**src/rtl/ps2_pkg.sv**
```systemverilog
// Shared constants, receiver state encoding and the set-2 scan-code to ASCII map
// for the PS/2 keyboard front end.
package ps2_pkg;

  localparam int unsigned BYTE_W = 8;

  localparam logic [BYTE_W-1:0] BREAK_CODE = 8'hF0;
  localparam logic [BYTE_W-1:0] EXT_CODE   = 8'hE0;
  localparam logic [BYTE_W-1:0] LSHIFT     = 8'h12;
  localparam logic [BYTE_W-1:0] RSHIFT     = 8'h59;

  typedef enum logic [1:0] {
    IDLE,
    DATA,
    PARITY,
    STOP
  } rx_state_e;

  typedef struct packed {
    logic              valid;
    logic [BYTE_W-1:0] ascii;
  } key_t;

  // Letters take the upper- or lower-case base; digits and controls ignore shift.
  function automatic key_t scan_to_ascii(input logic [BYTE_W-1:0] code, input logic shift);
    key_t              r;
    logic [BYTE_W-1:0] base;
    base    = shift ? 8'h41 : 8'h61;
    r.valid = 1'b1;
    r.ascii = 8'h00;
    case (code)
      8'h1C:   r.ascii = base + 8'd0;
      8'h32:   r.ascii = base + 8'd1;
      8'h21:   r.ascii = base + 8'd2;
      8'h23:   r.ascii = base + 8'd3;
      8'h24:   r.ascii = base + 8'd4;
      8'h2B:   r.ascii = base + 8'd5;
      8'h34:   r.ascii = base + 8'd6;
      8'h33:   r.ascii = base + 8'd7;
      8'h43:   r.ascii = base + 8'd8;
      8'h3B:   r.ascii = base + 8'd9;
      8'h42:   r.ascii = base + 8'd10;
      8'h4B:   r.ascii = base + 8'd11;
      8'h3A:   r.ascii = base + 8'd12;
      8'h31:   r.ascii = base + 8'd13;
      8'h44:   r.ascii = base + 8'd14;
      8'h4D:   r.ascii = base + 8'd15;
      8'h15:   r.ascii = base + 8'd16;
      8'h2D:   r.ascii = base + 8'd17;
      8'h1B:   r.ascii = base + 8'd18;
      8'h2C:   r.ascii = base + 8'd19;
      8'h3C:   r.ascii = base + 8'd20;
      8'h2A:   r.ascii = base + 8'd21;
      8'h1D:   r.ascii = base + 8'd22;
      8'h22:   r.ascii = base + 8'd23;
      8'h35:   r.ascii = base + 8'd24;
      8'h1A:   r.ascii = base + 8'd25;
      8'h45:   r.ascii = 8'h30;
      8'h16:   r.ascii = 8'h31;
      8'h1E:   r.ascii = 8'h32;
      8'h26:   r.ascii = 8'h33;
      8'h25:   r.ascii = 8'h34;
      8'h2E:   r.ascii = 8'h35;
      8'h36:   r.ascii = 8'h36;
      8'h3D:   r.ascii = 8'h37;
      8'h3E:   r.ascii = 8'h38;
      8'h46:   r.ascii = 8'h39;
      8'h29:   r.ascii = 8'h20;
      8'h5A:   r.ascii = 8'h0D;
      8'h66:   r.ascii = 8'h08;
      default: r.valid = 1'b0;
    endcase
    return r;
  endfunction

endpackage

```
**src/rtl/ps2_rx_frame.sv**
```systemverilog
// PS/2 frame receiver: synchronises ps2c/ps2d, debounces the clock and
// deserialises start/8 data/parity/stop frames into a one-cycle byte strobe.
module ps2_rx_frame
  import ps2_pkg::*;
#(
  parameter int unsigned FILTER_STEPS = 8
) (
  input  logic              clk,
  input  logic              rst,
  input  logic              en,
  input  logic              ps2c,
  input  logic              ps2d,
  output logic              done,
  output logic [BYTE_W-1:0] data
);

  localparam int unsigned CNT_W = 3;

  logic [1:0]              c_sync_q, d_sync_q;
  logic [FILTER_STEPS-1:0] filt_q, filt_d;
  logic                    fclk_q, fclk_d;
  logic                    fall_tick_c;
  logic                    sd_c;

  rx_state_e               state_q, state_d;
  logic [BYTE_W-1:0]       shift_q, shift_d;
  logic [CNT_W-1:0]        cnt_q, cnt_d;
  logic                    done_q, done_d;
  logic [BYTE_W-1:0]       data_q, data_d;

  assign sd_c = d_sync_q[1];

  // Filtered clock only changes once the whole window agrees; otherwise it holds.
  always_comb begin
    filt_d = {filt_q[FILTER_STEPS-2:0], c_sync_q[1]};
    fclk_d = fclk_q;
    if (&filt_q) begin
      fclk_d = 1'b1;
    end else if (~|filt_q) begin
      fclk_d = 1'b0;
    end
    fall_tick_c = fclk_q & ~fclk_d;
  end

  always_comb begin
    state_d = state_q;
    shift_d = shift_q;
    cnt_d   = cnt_q;
    done_d  = 1'b0;
    data_d  = data_q;
    if (fall_tick_c) begin
      unique case (state_q)
        IDLE: begin
          if (en && !sd_c) begin
            state_d = DATA;
            cnt_d   = '0;
          end
        end
        DATA: begin
          shift_d = {sd_c, shift_q[BYTE_W-1:1]};
          cnt_d   = cnt_q + CNT_W'(1);
          if (cnt_q == CNT_W'(BYTE_W - 1)) begin
            state_d = PARITY;
          end
        end
        PARITY: state_d = STOP;
        STOP: begin
          state_d = IDLE;
          done_d  = 1'b1;
          data_d  = shift_q;
        end
        default: state_d = IDLE;
      endcase
    end
  end

  // Lines reset to their idle-high level so release never looks like an edge.
  always_ff @(posedge clk or negedge rst) begin
    if (!rst) begin
      c_sync_q <= '1;
      d_sync_q <= '1;
      filt_q   <= '1;
      fclk_q   <= 1'b1;
      state_q  <= IDLE;
      shift_q  <= '0;
      cnt_q    <= '0;
      done_q   <= 1'b0;
      data_q   <= '0;
    end else begin
      c_sync_q <= {c_sync_q[0], ps2c};
      d_sync_q <= {d_sync_q[0], ps2d};
      filt_q   <= filt_d;
      fclk_q   <= fclk_d;
      state_q  <= state_d;
      shift_q  <= shift_d;
      cnt_q    <= cnt_d;
      done_q   <= done_d;
      data_q   <= data_d;
    end
  end

  assign done = done_q;
  assign data = data_q;

endmodule

```
**src/rtl/ps2_keyboard.sv**
```systemverilog
// PS/2 keyboard front end: frame receiver plus make/break/shift decoder that
// emits a one-cycle done strobe with the ASCII code of each pressed key.
module ps2_keyboard
  import ps2_pkg::*;
#(
  parameter int unsigned N = 8
) (
  input  logic              clk,
  input  logic              rst,
  input  logic              en,
  input  logic              ps2c,
  input  logic              ps2d,
  output logic              done,
  output logic [BYTE_W-1:0] ascii
);

  logic              rx_done;
  logic [BYTE_W-1:0] rx_data;
  logic              brk_q, brk_d;
  logic              ext_q, ext_d;
  logic              shift_q, shift_d;
  logic              done_q, done_d;
  logic [BYTE_W-1:0] ascii_q, ascii_d;
  logic              is_shift_c;
  key_t              key_c;

  ps2_rx_frame #(
    .FILTER_STEPS(N)
  ) u_rx (
    .clk  (clk),
    .rst  (rst),
    .en   (en),
    .ps2c (ps2c),
    .ps2d (ps2d),
    .done (rx_done),
    .data (rx_data)
  );

  // Prefix bytes only update flags; a byte after F0 releases a key silently.
  always_comb begin
    brk_d      = brk_q;
    ext_d      = ext_q;
    shift_d    = shift_q;
    done_d     = 1'b0;
    ascii_d    = ascii_q;
    is_shift_c = (rx_data == LSHIFT) || (rx_data == RSHIFT);
    key_c      = scan_to_ascii(rx_data, shift_q);
    if (rx_done) begin
      if (rx_data == BREAK_CODE) begin
        brk_d = 1'b1;
      end else if (rx_data == EXT_CODE) begin
        ext_d = 1'b1;
      end else begin
        ext_d = 1'b0;
        if (brk_q) begin
          brk_d = 1'b0;
          if (is_shift_c) begin
            shift_d = 1'b0;
          end
        end else if (is_shift_c) begin
          shift_d = 1'b1;
        end else if (key_c.valid) begin
          done_d  = 1'b1;
          ascii_d = key_c.ascii;
        end
      end
    end
  end

  always_ff @(posedge clk or negedge rst) begin
    if (!rst) begin
      brk_q   <= 1'b0;
      ext_q   <= 1'b0;
      shift_q <= 1'b0;
      done_q  <= 1'b0;
      ascii_q <= '0;
    end else begin
      brk_q   <= brk_d;
      ext_q   <= ext_d;
      shift_q <= shift_d;
      done_q  <= done_d;
      ascii_q <= ascii_d;
    end
  end

  assign done  = done_q;
  assign ascii = ascii_q;

endmodule

```
**config.mk**
```make
export PLATFORM = sky130hd
export DESIGN_NAME = ps2_keyboard
export DESIGN_NICKNAME = d
export VERILOG_FILES = /design/src/rtl/ps2_pkg.sv /design/src/rtl/ps2_rx_frame.sv /design/src/rtl/ps2_keyboard.sv
export SDC_FILE = /design/constraint.sdc
export NUM_CORES = 1
export LEC_CHECK = 0
export ABC_CLOCK_PERIOD_IN_PS = 3750
export CAP_MARGIN = 25
export CORE_ASPECT_RATIO = 0.7
export CORE_MARGIN = 8
export CORE_UTILIZATION = 30
export CTS_CLUSTER_DIAMETER = 200
export DETAILED_ROUTE_END_ITERATION = 12
export PLACE_DENSITY = 0.44
export SYNTH_ARGS = -nofsm -noshare
export SYNTH_HDL_FRONTEND = slang
export SYNTH_SLANG_ARGS = --single-unit
export TNS_END_PERCENT = 5
```
**constraint.sdc**
```tcl
create_clock -name clk -period 3.75 [get_ports clk]
set_clock_uncertainty 0.2 [all_clocks]
set_input_delay 0.9375 -clock clk [delete_from_list [all_inputs] [get_ports clk]]
set_output_delay 0.9375 -clock clk [all_outputs]
set_load 0.02 [all_outputs]
```
Word-level counts from Yosys, hierarchy flattened
Index checks and enable logic that the tools add are counted.
{ "totals": {"ff_bits": 46, "output_inout_bits": 9, "word_cells": 133} }
{ "classes": {"add_sub_neg": 26, "n_eq_ne": 50, "muxes": 23, "bitwise_logic": 6, "reduce_logical": 15} }
{ "op_table": {"columns": ["operator", "n"], "rows": [
  ["$pmux 8 s39", 1],
  ["$eq 8x6->1 const B", 23],
  ["$add 7x5->8 const B", 10],
  ["$eq 8x7->1 const B", 10],
  ["$add 7x4->8 const B", 8],
  ["$eq 8x5->1 const B", 8],
  ["$reduce_or 39->1", 1],
  ["$add 7x3->8 const B", 4],
  ["$add 7x2->8 const B", 2],
  ["$eq 8x8->1 const B", 2],
  ["$mux 1", 16],
  ["$add 7x1->8 const B", 1],
  ["$pmux 2 s4", 1],
  ["$reduce_and 8->1", 1],
  ["$reduce_or 8->1", 1],
  ["$mux 6", 1],
  ["$pmux 3 s2", 1],
  ["$reduce_and 2->1", 3],
  ["$reduce_and 3->1", 2],
  ["$reduce_and 6->1", 1],
  ["$not 1->1", 5],
  ["$eq 2x2->1 const B", 2],
  ["$mux 2", 2],
  ["$ne 2x1->1 const B", 2],
  ["other kinds (12)", 12]
]} }

Depth between registers and ports, before layout
Gate-level depths: netlist (run 1).
{ "depth": {"depth_word": 9, "depth_mapped": 11, "mapped_depth_nobuf": 9} }

By module
From an unflattened synthesis (run 1), not the netlist that was laid out.
{ "hier_totals": {"cells_unflattened": 272, "area_unflattened_um2": 2890.3} }
{ "modules_own_cells": {"columns": ["module", "instances", "cells_per_inst", "area_per_inst_um2"], "rows": [
  ["ps2_keyboard", 1, 184, 1497.7],
  ["ps2_rx_frame", 1, 88, 1392.6]
]} }

Worst setup path before layout (run 1)
No wires, ideal clock.
{ "synth_timing": {"path_type": "flip-flop to flip-flop", "start": "register u_rx.data_q[4], in the netlist u_rx.data[4]", "end": "register ascii_q[0], in the netlist ascii[0]", "setup_ns": 0.125, "arrival_ns": 2.356, "required_ns": 3.425, "slack_ns": 1.069, "path_stages_with_launch": 9, "period_less_slack_ns": 2.681, "path_cell_list": "dfrtp_1 -> buf_6 -> or4b_4 -> buf_6 -> a2111o_1 -> o211ai_2 -> nor3_2 -> a31oi_4 -> mux2_4"} }
{ "synth_via": {"elab_chain_cells": 4} }
{ "synth_rtl": {"columns": ["element", "line_no", "text"], "rows": [
  ["start: declaration", "ps2_rx_frame.sv:29", "logic [BYTE_W-1:0] data_q, data_d;"],
  ["start signal: assignment", "ps2_rx_frame.sv:98", "data_q <= data_d;"],
  ["$eq 8x7->1 (tied with other cells)", "ps2_pkg.sv:31", "case (code)"],
  ["$reduce_or 39->1 (no source line) / $logic_or 1x1->1 (equally long branches)", null, null],
  ["$mux 1 / $not 1->1 (equally long branches)", null, null],
  ["$reduce_and 6->1 (no source line)", null, null],
  ["end signal: assignment", "ps2_keyboard.sv:82", "ascii_q <= ascii_d;"],
  ["end: declaration", "ps2_keyboard.sv:23", "logic [BYTE_W-1:0] ascii_q, ascii_d;"]
]} }
Parallel ways exist; a longest one is shown, timed or not.
A chain may end at the register's enable or synchronous reset.

Final worst setup path (run 1)
Ends and elaborated chain as after synthesis.

==> impl_metrics.py, run 1 <==
metrics = {
    "timing": {
        "fin_crit_sh": 0.824,
        "finalSetupViolations": 0,
        "tns_ns": 0,
        "finalHoldViolCount": 0,
        "fmax_mhz": 324,
        "rsz0062_at_grt": "no",
        "period_needed_ns": 3.09,
        "slew_viol_final": 0,
        "worstMarginPinSlew_ns": 0.677,
        "slew-limit-headroom": 0.546,
    },
    "synthesis": {
        "synthCells": 269,
        "synth_edf_count": 0,
        "syn-num-nets": 282,
        "synth_cell_types": 63,
        "yosys_warnings": 0,
        "synth_top_area_cell": "dfrtp_1",
        "postSynth.asyncResetShare": 1.00,
        "yosysTopAreaCellShare": 0.300,
        "ys_ff_latch": 46,
        "dominantRegCellSynth": "dfrtp_1",
        "seq_area_frac_synth": 0.425,
        "synth_area_leaders": "dfrtp_1 (30%), dfstp_2 (12%), nand2_1 (4.9%)",
        "syn_area_um2": 2750,
        "avgSynthCellArea_um2": 10.2,
    },
    "global_routing": {
        "grt_pass1_vias": 1904,
        "gr-max-usage-layer": "met1",
        "grt_pass1_wl_um": 10200,
        "grtUsageTotal": 0.104,
        "met1_usage": 0.168,
        "overflow": 0,
        "met2_usage": 0.128,
        "antenna_found_initial": 0,
        "grtUsageMet3": 0.0299,
        "grt_max_degree": 47,
    },
    "layout": {
        "utilization": 0.350,
        "multi_input_area_um2": 1460,
        "fillers": 924,
        "area_growth_pct": 14.7,
        "seq_area_um2": 1170,
        "mostFrequentLayoutCells": "nand2_1 (36), dfrtp_1 (33), dfstp_2 (13)",
        "final_common_cell": "nand2_1",
        "drive_gt1_frac": 0.211,
        "nets": 291,
        "fin_cells": 403,
        "diodes": 0,
    },
    "clock_tree": {
        "cts_resized": 0,
        "cts.clk_slew.worst_paths_ns": 0.06,
        "cts.path.max_buffers": 2,
        "cts_buffers": 5,
        "h-tree-depth": 2,
        "cts_tree": "yes",
        "clock_latency_ns": 0.28,
        "cts_sinks": 46,
        "hold_buffers": 0,
        "cts_root_buf": "clkbuf_16",
        "postCtsSetupBuffers": 0,
    },
    "floorplanning": {
        "initial_utilization": 0.305,
        "rows": 29,
        "coreArea_um2": 9000,
        "ios": 14,
        "die_area_um2": 12500,
        "die_w_um": 130,
        "die_y_um": 96.1,
    },
    "detailed_routing": {
        "drc": 0,
        "via_per_inst": 5.07,
        "drt_iter0_markers": 298,
        "dr_total_vias": 2043,
        "firstDrtPassIters": 4,
        "post_drt_wl_per_cell_um": 15.3,
        "drtAntennaViolNets": 0,
        "wl_um": 6160,
    },
    "pwr": {
        "pwr-share-comb": 0.017,
        "p_int_w": 0.000803,
        "p_per_area_nw_per_um2": 318,
        "p_switching_w": 0.000199,
        "ir_drop_uv": 163,
        "finalPower_w": 0.00100,
        "clkPwrFrac": 0.471,
        "p_seq_frac": 0.511,
        "p_sw_frac": 0.199,
        "p_leak_nw": 1.37,
    },
    "placed_design": {
        "placedCellCount": 394,
        "place_hpwl_um": 4540,
        "finalWeightedCongestion": 0.830,
        "io_buffers": 13,
    },
    "worst_setup_path": {
        "worstPathMaxFanout": 16,
        "rrSetupSlack_ns": 0.66,
        "cpMaxStageDelayCell": "or4b_4",
        "r2r_start": "u_rx.data[4]$_DFFE_PN0P_",
        "worstPathCellList": "or4b_4 > o32ai_2 > a41oi_2 > and3_1 > a31oi_4 > mux2_4",
        "cp_data_required_time_ns": 3.72,
        "crit_arrival_ns": 3.06,
        "setup.worst_path.start": "u_rx.data[4]$_DFFE_PN0P_",
        "startpoint_type": "register",
        "cp-end-kind": "register",
        "cpPeakStageDelay_ns": 0.72,
        "crit_type": "register to register",
    },
    "min_path": {
        "min_from": "u_rx.c_sync_q[1]$_DFF_PN1_",
        "hold_path_class": "register to register",
    },
    "outcome": {
        "status": "complete, no violations",
    },
    "run": {
        "max_cap_viol_count": 0,
    },
}
==> worst paths after layout <==
check                                        endpoint  depth (start not counted)
min in group asynchronous        ascii[0]$_DFFE_PN0P_                          1
hold reg to reg              u_rx.filt_q[0]$_DFF_PN1_                          0
hold / removal               u_rx.filt_q[0]$_DFF_PN1_                          0
setup / recovery                 ascii[0]$_DFFE_PN0P_                          6
max in group asynchronous  u_rx.d_sync_q[1]$_DFF_PN1_                          2
setup reg to reg                 ascii[0]$_DFFE_PN0P_                          6
==> metal layers <==
layer	wire, um	part of all wire	up-vias
met3	510	0.083	4
met1	3310	0.54	975
met2	2310	0.38	58
met5	0	0	-
li1	-	-	1006
met4	19	0.0031	0
==> stage by stage <==
stage / setup WS, ns / area [um2] / hold slack [ns]
finish: 0.661 / 3150 / 0.156
global route: 0.523 / 3150 / 0.160
CTS: 0.656 / 3130 / 0.157
detailed placement: 0.673 / 2970 / 0.147
global placement: 0.740 / 2970 / 0.146
floorplan: 1.07 / 2750 / 0.145
==> kinds of logic (layout without fill, tap and decap cells) <==
kind of cell	Yosys count	in the layout	synth area share
compound gates	51	51	0.145
xor+xnor	7	7	0.0223
fa+ha+maj	8	8	0.0364
buf+inv	24	34	0.0446
flops	46	46	0.425
mux	20	20	0.0906
simple gates	113	113	0.237
==> synth_stat cells, types with 3 or more instances <==
| master | n |
|---|---|
| nor2_1 | 8 |
| clkbuf_1 | 4 |
| nor2b_1 | 5 |
| mux2_4 | 7 |
| nand4_1 | 3 |
| or3_1 | 3 |
| a31oi_1 | 3 |
| nand2b_1 | 6 |
| o21ai_0 | 5 |
| a211oi_1 | 3 |
| dfrtp_1 | 33 |
| inv_1 | 5 |
| dfstp_2 | 13 |
| nand3_1 | 12 |
| nor3_1 | 6 |
| o211ai_1 | 3 |
| nor4_1 | 3 |
| buf_2 | 8 |
| ha_1 | 8 |
| and3_1 | 8 |
| nor3b_1 | 4 |
| and2_1 | 3 |
| xor2_1 | 5 |
| nand2_1 | 36 |
| o31ai_1 | 3 |
| buf_6 | 3 |
| a21oi_1 | 9 |
| mux2_2 | 11 |
==> power by group through the flow <==
stage	combinational (W)	clock (W)	sequential, W
floorplan	0.00000165	0	0.000520
global placement	0.0000159	0	0.000521
detailed placement	0.0000158	0	0.000521
CTS	0.0000158	0.000494	0.000512
global route	0.0000203	0.000513	0.000513
finish	0.0000174	0.000472	0.000512
==> critical path: cells and delay by family (launching register included) <==
family             cells  cell delay, ns
DFF                    1            0.58
muxes                  1            0.33
AOI/OAI and AO/OA      3            0.85
and+or+nand+nor        2            1.01
==> sequential cells by signal, summed over array words and instances, names as in the netlist <==
register       flops
u_rx.cnt_q         3
u_rx.filt_q        8
brk_q              1
ascii              8
u_rx.shift_q       8
u_rx.fclk_q        1
shift_q            1
u_rx.d_sync_q      2
done               1
u_rx.state_q       2
u_rx.c_sync_q      2
u_rx.done          1
u_rx.data          8
==> final cells by class <==
class	instances	share of cell area
Tap cell	124	0.0492
Timing Repair Buffer	19	0.0579
Multi-Input combinational cell	199	0.463
Inverter	7	0.00833
Clock inverter	2	0.00397
Sequential cell	46	0.370
Clock buffer	6	0.0476
Power figures use the tool's default switching activity.
==> inputs of run 2 (changes only) <==
Settings changed: ABC_CLOCK_PERIOD_IN_PS 3750 to 2950.
Clock period 3.75 ns to 2.95 ns, I/O delays scaled along.
==> impl_metrics.py, run 2 (same netlist as run 1, synthesis figures left out) <==
metrics = {
    "detailed_routing": {
        "drt_iter0_markers": 155,
        "via_per_inst": 5.12,
        "firstDrtPassIters": 5,
        "drc": 0,
        "wl_um": 6660,
        "dr_total_vias": 2180,
        "drtAntennaViolNets": 0,
        "post_drt_wl_per_cell_um": 15.6,
    },
    "floorplanning": {
        "die_area_um2": 12500,
        "coreArea_um2": 9000,
        "die_y_um": 96.1,
        "die_w_um": 130,
        "rows": 29,
        "initial_utilization": 0.305,
        "ios": 14,
    },
    "timing": {
        "rsz0062_at_grt": "no",
        "finalHoldViolCount": 0,
        "fmax_mhz": 361,
        "slew-limit-headroom": 0.590,
        "fin_crit_sh": 0.938,
        "worstMarginPinSlew_ns": 0.611,
        "finalSetupViolations": 0,
        "slew_viol_final": 0,
        "period_needed_ns": 2.77,
        "tns_ns": 0,
    },
    "outcome": {
        "status": "complete, no violations",
    },
    "placed_design": {
        "io_buffers": 13,
        "place_area_um2": 3180,
        "finalWeightedCongestion": 0.896,
        "place_hpwl_um": 5050,
    },
    "clock_tree": {
        "cts.clk_slew.worst_paths_ns": 0.07,
        "cts.path.max_buffers": 2,
        "h-tree-depth": 2,
        "cts_sinks": 46,
        "postCtsSetupBuffers": 0,
        "cts_root_buf": "clkbuf_16",
        "clock_latency_ns": 0.29,
        "cts_buffers": 5,
        "cts_tree": "yes",
    },
    "global_routing": {
        "overflow": 0,
        "grtUsageTotal": 0.113,
        "grt_pass1_vias": 2021,
        "grt_pass1_wl_um": 11100,
        "grt_max_degree": 47,
        "antenna_found_initial": 0,
    },
    "worst_setup_path": {
        "cp_data_required_time_ns": 2.92,
        "cpPeakStageDelay_ns": 0.61,
        "crit_buf_inv": 0,
        "cpMaxStageDelayCell": "or4b_4",
        "worstPathMaxFanout": 11,
        "startpoint_type": "register",
        "worst-path-stages": 8,
        "critPathTopFamily": "simple AND/OR/NAND/NOR gates",
        "cp-end-kind": "register",
        "worstPathCellList": "or4b_4 > o32ai_2 > a41oi_2 > nand2b_1 > ha_1 > xor2_1 > o221ai_1 > mux2_4",
        "crit_type": "register to register",
        "crit_arrival_ns": 2.74,
        "r2r_cells": 8,
    },
    "layout": {
        "final_common_cell": "nand2_1",
        "diodes": 0,
        "drive_gt1_frac": 0.281,
        "fin_area_um2": 3360,
        "seq_area_um2": 1170,
        "nets": 314,
        "fillers": 936,
        "area_growth_pct": 22.3,
        "mostFrequentLayoutCells": "nand2_1 (36), dfrtp_1 (32), buf_4 (27)",
        "multi_input_area_um2": 1480,
    },
    "pwr": {
        "ir_drop_uv": 272,
        "p_leak_nw": 1.49,
        "p_per_area_nw_per_um2": 380,
    },
    "run": {
        "max_cap_viol_count": 0,
    },
    "min_path": {
        "whs_path_depth": 0,
        "hold_path_class": "register to register",
    },
}
## run 2: cell type report
| cell class | count | share of cell area |
|---|---|---|
| clock buffer | 6 | 0.0447 |
| clock inverter | 2 | 0.00410 |
| tap | 124 | 0.0462 |
| sequential | 46 | 0.348 |
| inverter | 7 | 0.00782 |
| multi-input combinational | 199 | 0.440 |
| timing repair buffer | 42 | 0.109 |
## run 2: layer usage
| metal | vias up | routed length, um | global-route usage |
|---|---|---|---|
| met5 | - | 0 | 0 |
| met4 | 0 | 42 | 0.0228 |
| met3 | 7 | 596 | 0.0476 |
| met2 | 70 | 2500 | 0.141 |
| met1 | 1043 | 3510 | 0.173 |
| li1 | 1060 | - | - |
## run 2: worst paths after layout
kind | from | endpoint | slack, ns
min in group asynchronous | rst | ascii[0]$_DFFE_PN0P_ | 0.33
max reg2reg | u_rx.data[7]$_DFFE_PN0P_ | ascii[3]$_DFFE_PN0P_ | 0.18
max | u_rx.data[7]$_DFFE_PN0P_ | ascii[3]$_DFFE_PN0P_ | 0.18
min reg2reg | u_rx.c_sync_q[0]$_DFF_PN1_ | u_rx.c_sync_q[1]$_DFF_PN1_ | 0.16
min | u_rx.c_sync_q[0]$_DFF_PN1_ | u_rx.c_sync_q[1]$_DFF_PN1_ | 0.16
max in group asynchronous | rst | u_rx.data[6]$_DFFE_PN0P_ | 1.78
## run 2: where the power goes
group | switching [W] | total, W | internal [W]
combinational | 0.0000136 | 0.0000198 | 0.00000619
clock | 0.000239 | 0.000606 | 0.000367
sequential | 0.00000492 | 0.000651 | 0.000646
total | 0.000257 | 0.00128 | 0.00102
## run 2: repair_timing
item                       in CTS  in global routing
setup endpoints to repair       0                  8
gates resized for setup         0                  4
hold buffers                    0                  0
## run 2: per-stage QoR
step | std cells | setup WS, ns | utilization | power (W) | hold WS (ns)
6_report | 426 | 0.183 | 0.373 | 0.00128 | 0.156
5_1_grt | 426 | 0.00774 | 0.373 | 0.00133 | 0.164
4_1_cts | 426 | 0.0777 | 0.371 | 0.00130 | 0.157
3_5_place_dp | 418 | 0.0923 | 0.353 | 0.000684 | 0.147
3_3_place_gp | 418 | 0.0352 | 0.353 | 0.000683 | 0.146
2_1_floorplan | 269 | 0.269 | - | 0.000663 | 0.145
==> inputs of run 3 (changes only) <==
--- a/constraint.sdc
+++ b/constraint.sdc
@@ -4,2 +4,2 @@
 set_output_delay 0.7375 -clock clk [all_outputs]
-set_load 0.02 [all_outputs]
+set_load 0.1 [all_outputs]
==> impl_metrics.py, run 3 (same netlist as run 1, synthesis figures left out) <==
metrics = {
    "outcome": {
        "status": "complete, no violations",
    },
    "floorplanning": {
        "initial_utilization": 0.305,
        "die_w_um": 130,
        "die_y_um": 96.1,
        "rows": 29,
        "coreArea_um2": 9000,
        "ios": 14,
        "die_area_um2": 12500,
    },
    "detailed_routing": {
        "wl_um": 6810,
        "dr_total_vias": 2166,
        "drtAntennaViolNets": 0,
        "via_per_inst": 5.08,
        "firstDrtPassIters": 5,
        "drc": 0,
        "drt_iter0_markers": 150,
        "post_drt_wl_per_cell_um": 16.0,
    },
    "placed_design": {
        "place_hpwl_um": 5180,
        "finalWeightedCongestion": 0.919,
        "placedCellCount": 418,
        "place_area_um2": 3140,
        "io_buffers": 13,
    },
    "timing": {
        "fmax_mhz": 355,
        "slew_viol_final": 0,
        "tns_ns": 0,
        "fin_crit_sh": 0.954,
        "period_needed_ns": 2.81,
        "rsz0062_at_grt": "no",
        "worstMarginPinSlew_ns": 0.685,
        "slew-limit-headroom": 0.541,
        "finalHoldViolCount": 0,
        "finalSetupViolations": 0,
    },
    "worst_setup_path": {
        "crit_type": "register to register",
        "worstPathMaxFanout": 15,
        "r2r_end": "ascii[2]$_DFFE_PN0P_",
        "r2r_start": "u_rx.data[4]$_DFFE_PN0P_",
        "cpMaxStageDelayCell": "nor4b_2",
        "cpPeakStageDelay_ns": 0.64,
        "crit_buf_inv": 1,
        "crit_arrival_ns": 2.78,
        "r2r_cells": 7,
        "cp_data_required_time_ns": 2.92,
        "critPathTopFamily": "compound AO/OA/AOI/OAI gates",
        "cp-end-kind": "register",
        "worstPathCellList": "buf_4 > nor4b_2 > a31oi_1 > o21bai_1 > ha_1 > a221o_1 > mux2_4",
        "startpoint_type": "register",
        "rrSetupSlack_ns": 0.14,
    },
    "clock_tree": {
        "cts.clk_slew.worst_paths_ns": 0.06,
        "h-tree-depth": 2,
        "cts_tree": "yes",
        "cts_resized": 0,
        "cts_buffers": 5,
        "cts_sinks": 46,
        "cts_root_buf": "clkbuf_16",
        "hold_buffers": 0,
        "clock_latency_ns": 0.28,
        "postCtsSetupBuffers": 0,
        "cts.path.max_buffers": 2,
    },
    "global_routing": {
        "antenna_found_initial": 0,
        "grt_pass1_vias": 2015,
        "grt_pass1_wl_um": 11200,
        "grt_max_degree": 20,
        "grtUsageTotal": 0.115,
        "overflow": 0,
    },
    "pwr": {
        "ir_drop_uv": 220,
        "p_int_w": 0.00109,
        "p_sw_frac": 0.186,
        "clkPwrFrac": 0.500,
        "p_per_area_nw_per_um2": 403,
        "pwr-share-comb": 0.015,
        "p_switching_w": 0.000250,
        "p_seq_frac": 0.485,
        "p_leak_nw": 1.51,
    },
    "layout": {
        "fillers": 920,
        "mostFrequentLayoutCells": "buf_4 (37), nand2_1 (36), dfrtp_1 (33)",
        "utilization": 0.370,
        "drive_gt1_frac": 0.301,
        "area_growth_pct": 21.1,
        "fin_area_um2": 3330,
        "nets": 314,
        "multi_input_area_um2": 1460,
        "fin_cells": 426,
        "diodes": 0,
        "final_common_cell": "buf_4",
        "seq_area_um2": 1170,
    },
    "min_path": {
        "hold_path_class": "input pin to asynchronous set/reset pin",
    },
    "run": {
        "max_cap_viol_count": 0,
    },
}
[run 3: layout make-up]
type / count / area share
Timing Repair Buffer: 42 / 0.100
Multi-Input combinational cell: 199 / 0.438
Clock buffer: 8 / 0.0567
Inverter: 7 / 0.00789
Tap cell: 124 / 0.0466
Sequential cell: 46 / 0.351
[run 3: worst max-delay path by stage]
stage | startpoint | to | slack (ns) | cells past startpoint
after floorplan | u_rx.data[4]$_DFFE_PN0P_ | ascii[0]$_DFFE_PN0P_ | 0.27 | 8
after global routing | u_rx.data[4]$_DFFE_PN0P_ | ascii[3]$_DFFE_PN0P_ | 0.02 | 8
after global placement | u_rx.data[4]$_DFFE_PN0P_ | ascii[7]$_DFFE_PN0P_ | 0.16 | 9
final | u_rx.data[4]$_DFFE_PN0P_ | ascii[2]$_DFFE_PN0P_ | 0.14 | 7
after detailed placement | u_rx.data[4]$_DFFE_PN0P_ | ascii[2]$_DFFE_PN0P_ | 0.16 | 7
after CTS | u_rx.data[4]$_DFFE_PN0P_ | ascii[2]$_DFFE_PN0P_ | 0.15 | 9
[run 3: stage by stage]
| step | power, W | setup WS [ns] | hold WS, ns |
|---|---|---|---|
| after floorplan | 0.000663 | 0.267 | 0.145 |
| after global placement | 0.000684 | 0.158 | 0.146 |
| after detailed placement | 0.000684 | 0.160 | 0.149 |
| after CTS | 0.00136 | 0.150 | 0.158 |
| after global routing | 0.00140 | 0.0235 | 0.159 |
| final | 0.00134 | 0.136 | 0.156 |
[run 3: power by group through the flow]
| stage | combinational [W] | clock [W] | sequential [W] |
|---|---|---|---|
| after CTS | 0.0000219 | 0.000691 | 0.000651 |
| final | 0.0000208 | 0.000671 | 0.000651 |
| after global routing | 0.0000249 | 0.000719 | 0.000652 |
| after detailed placement | 0.0000218 | 0 | 0.000662 |
| after global placement | 0.0000219 | 0 | 0.000662 |
| after floorplan | 0.00000210 | 0 | 0.000661 |
[run 3: layer usage]
metal  vias up  part of all wire  GRT usage
met1      1031              0.54      0.182
li1       1050                 -          -
met2        81              0.36      0.146
met4         0            0.0037     0.0181
met5         -                 0          0
met3         4             0.093     0.0376
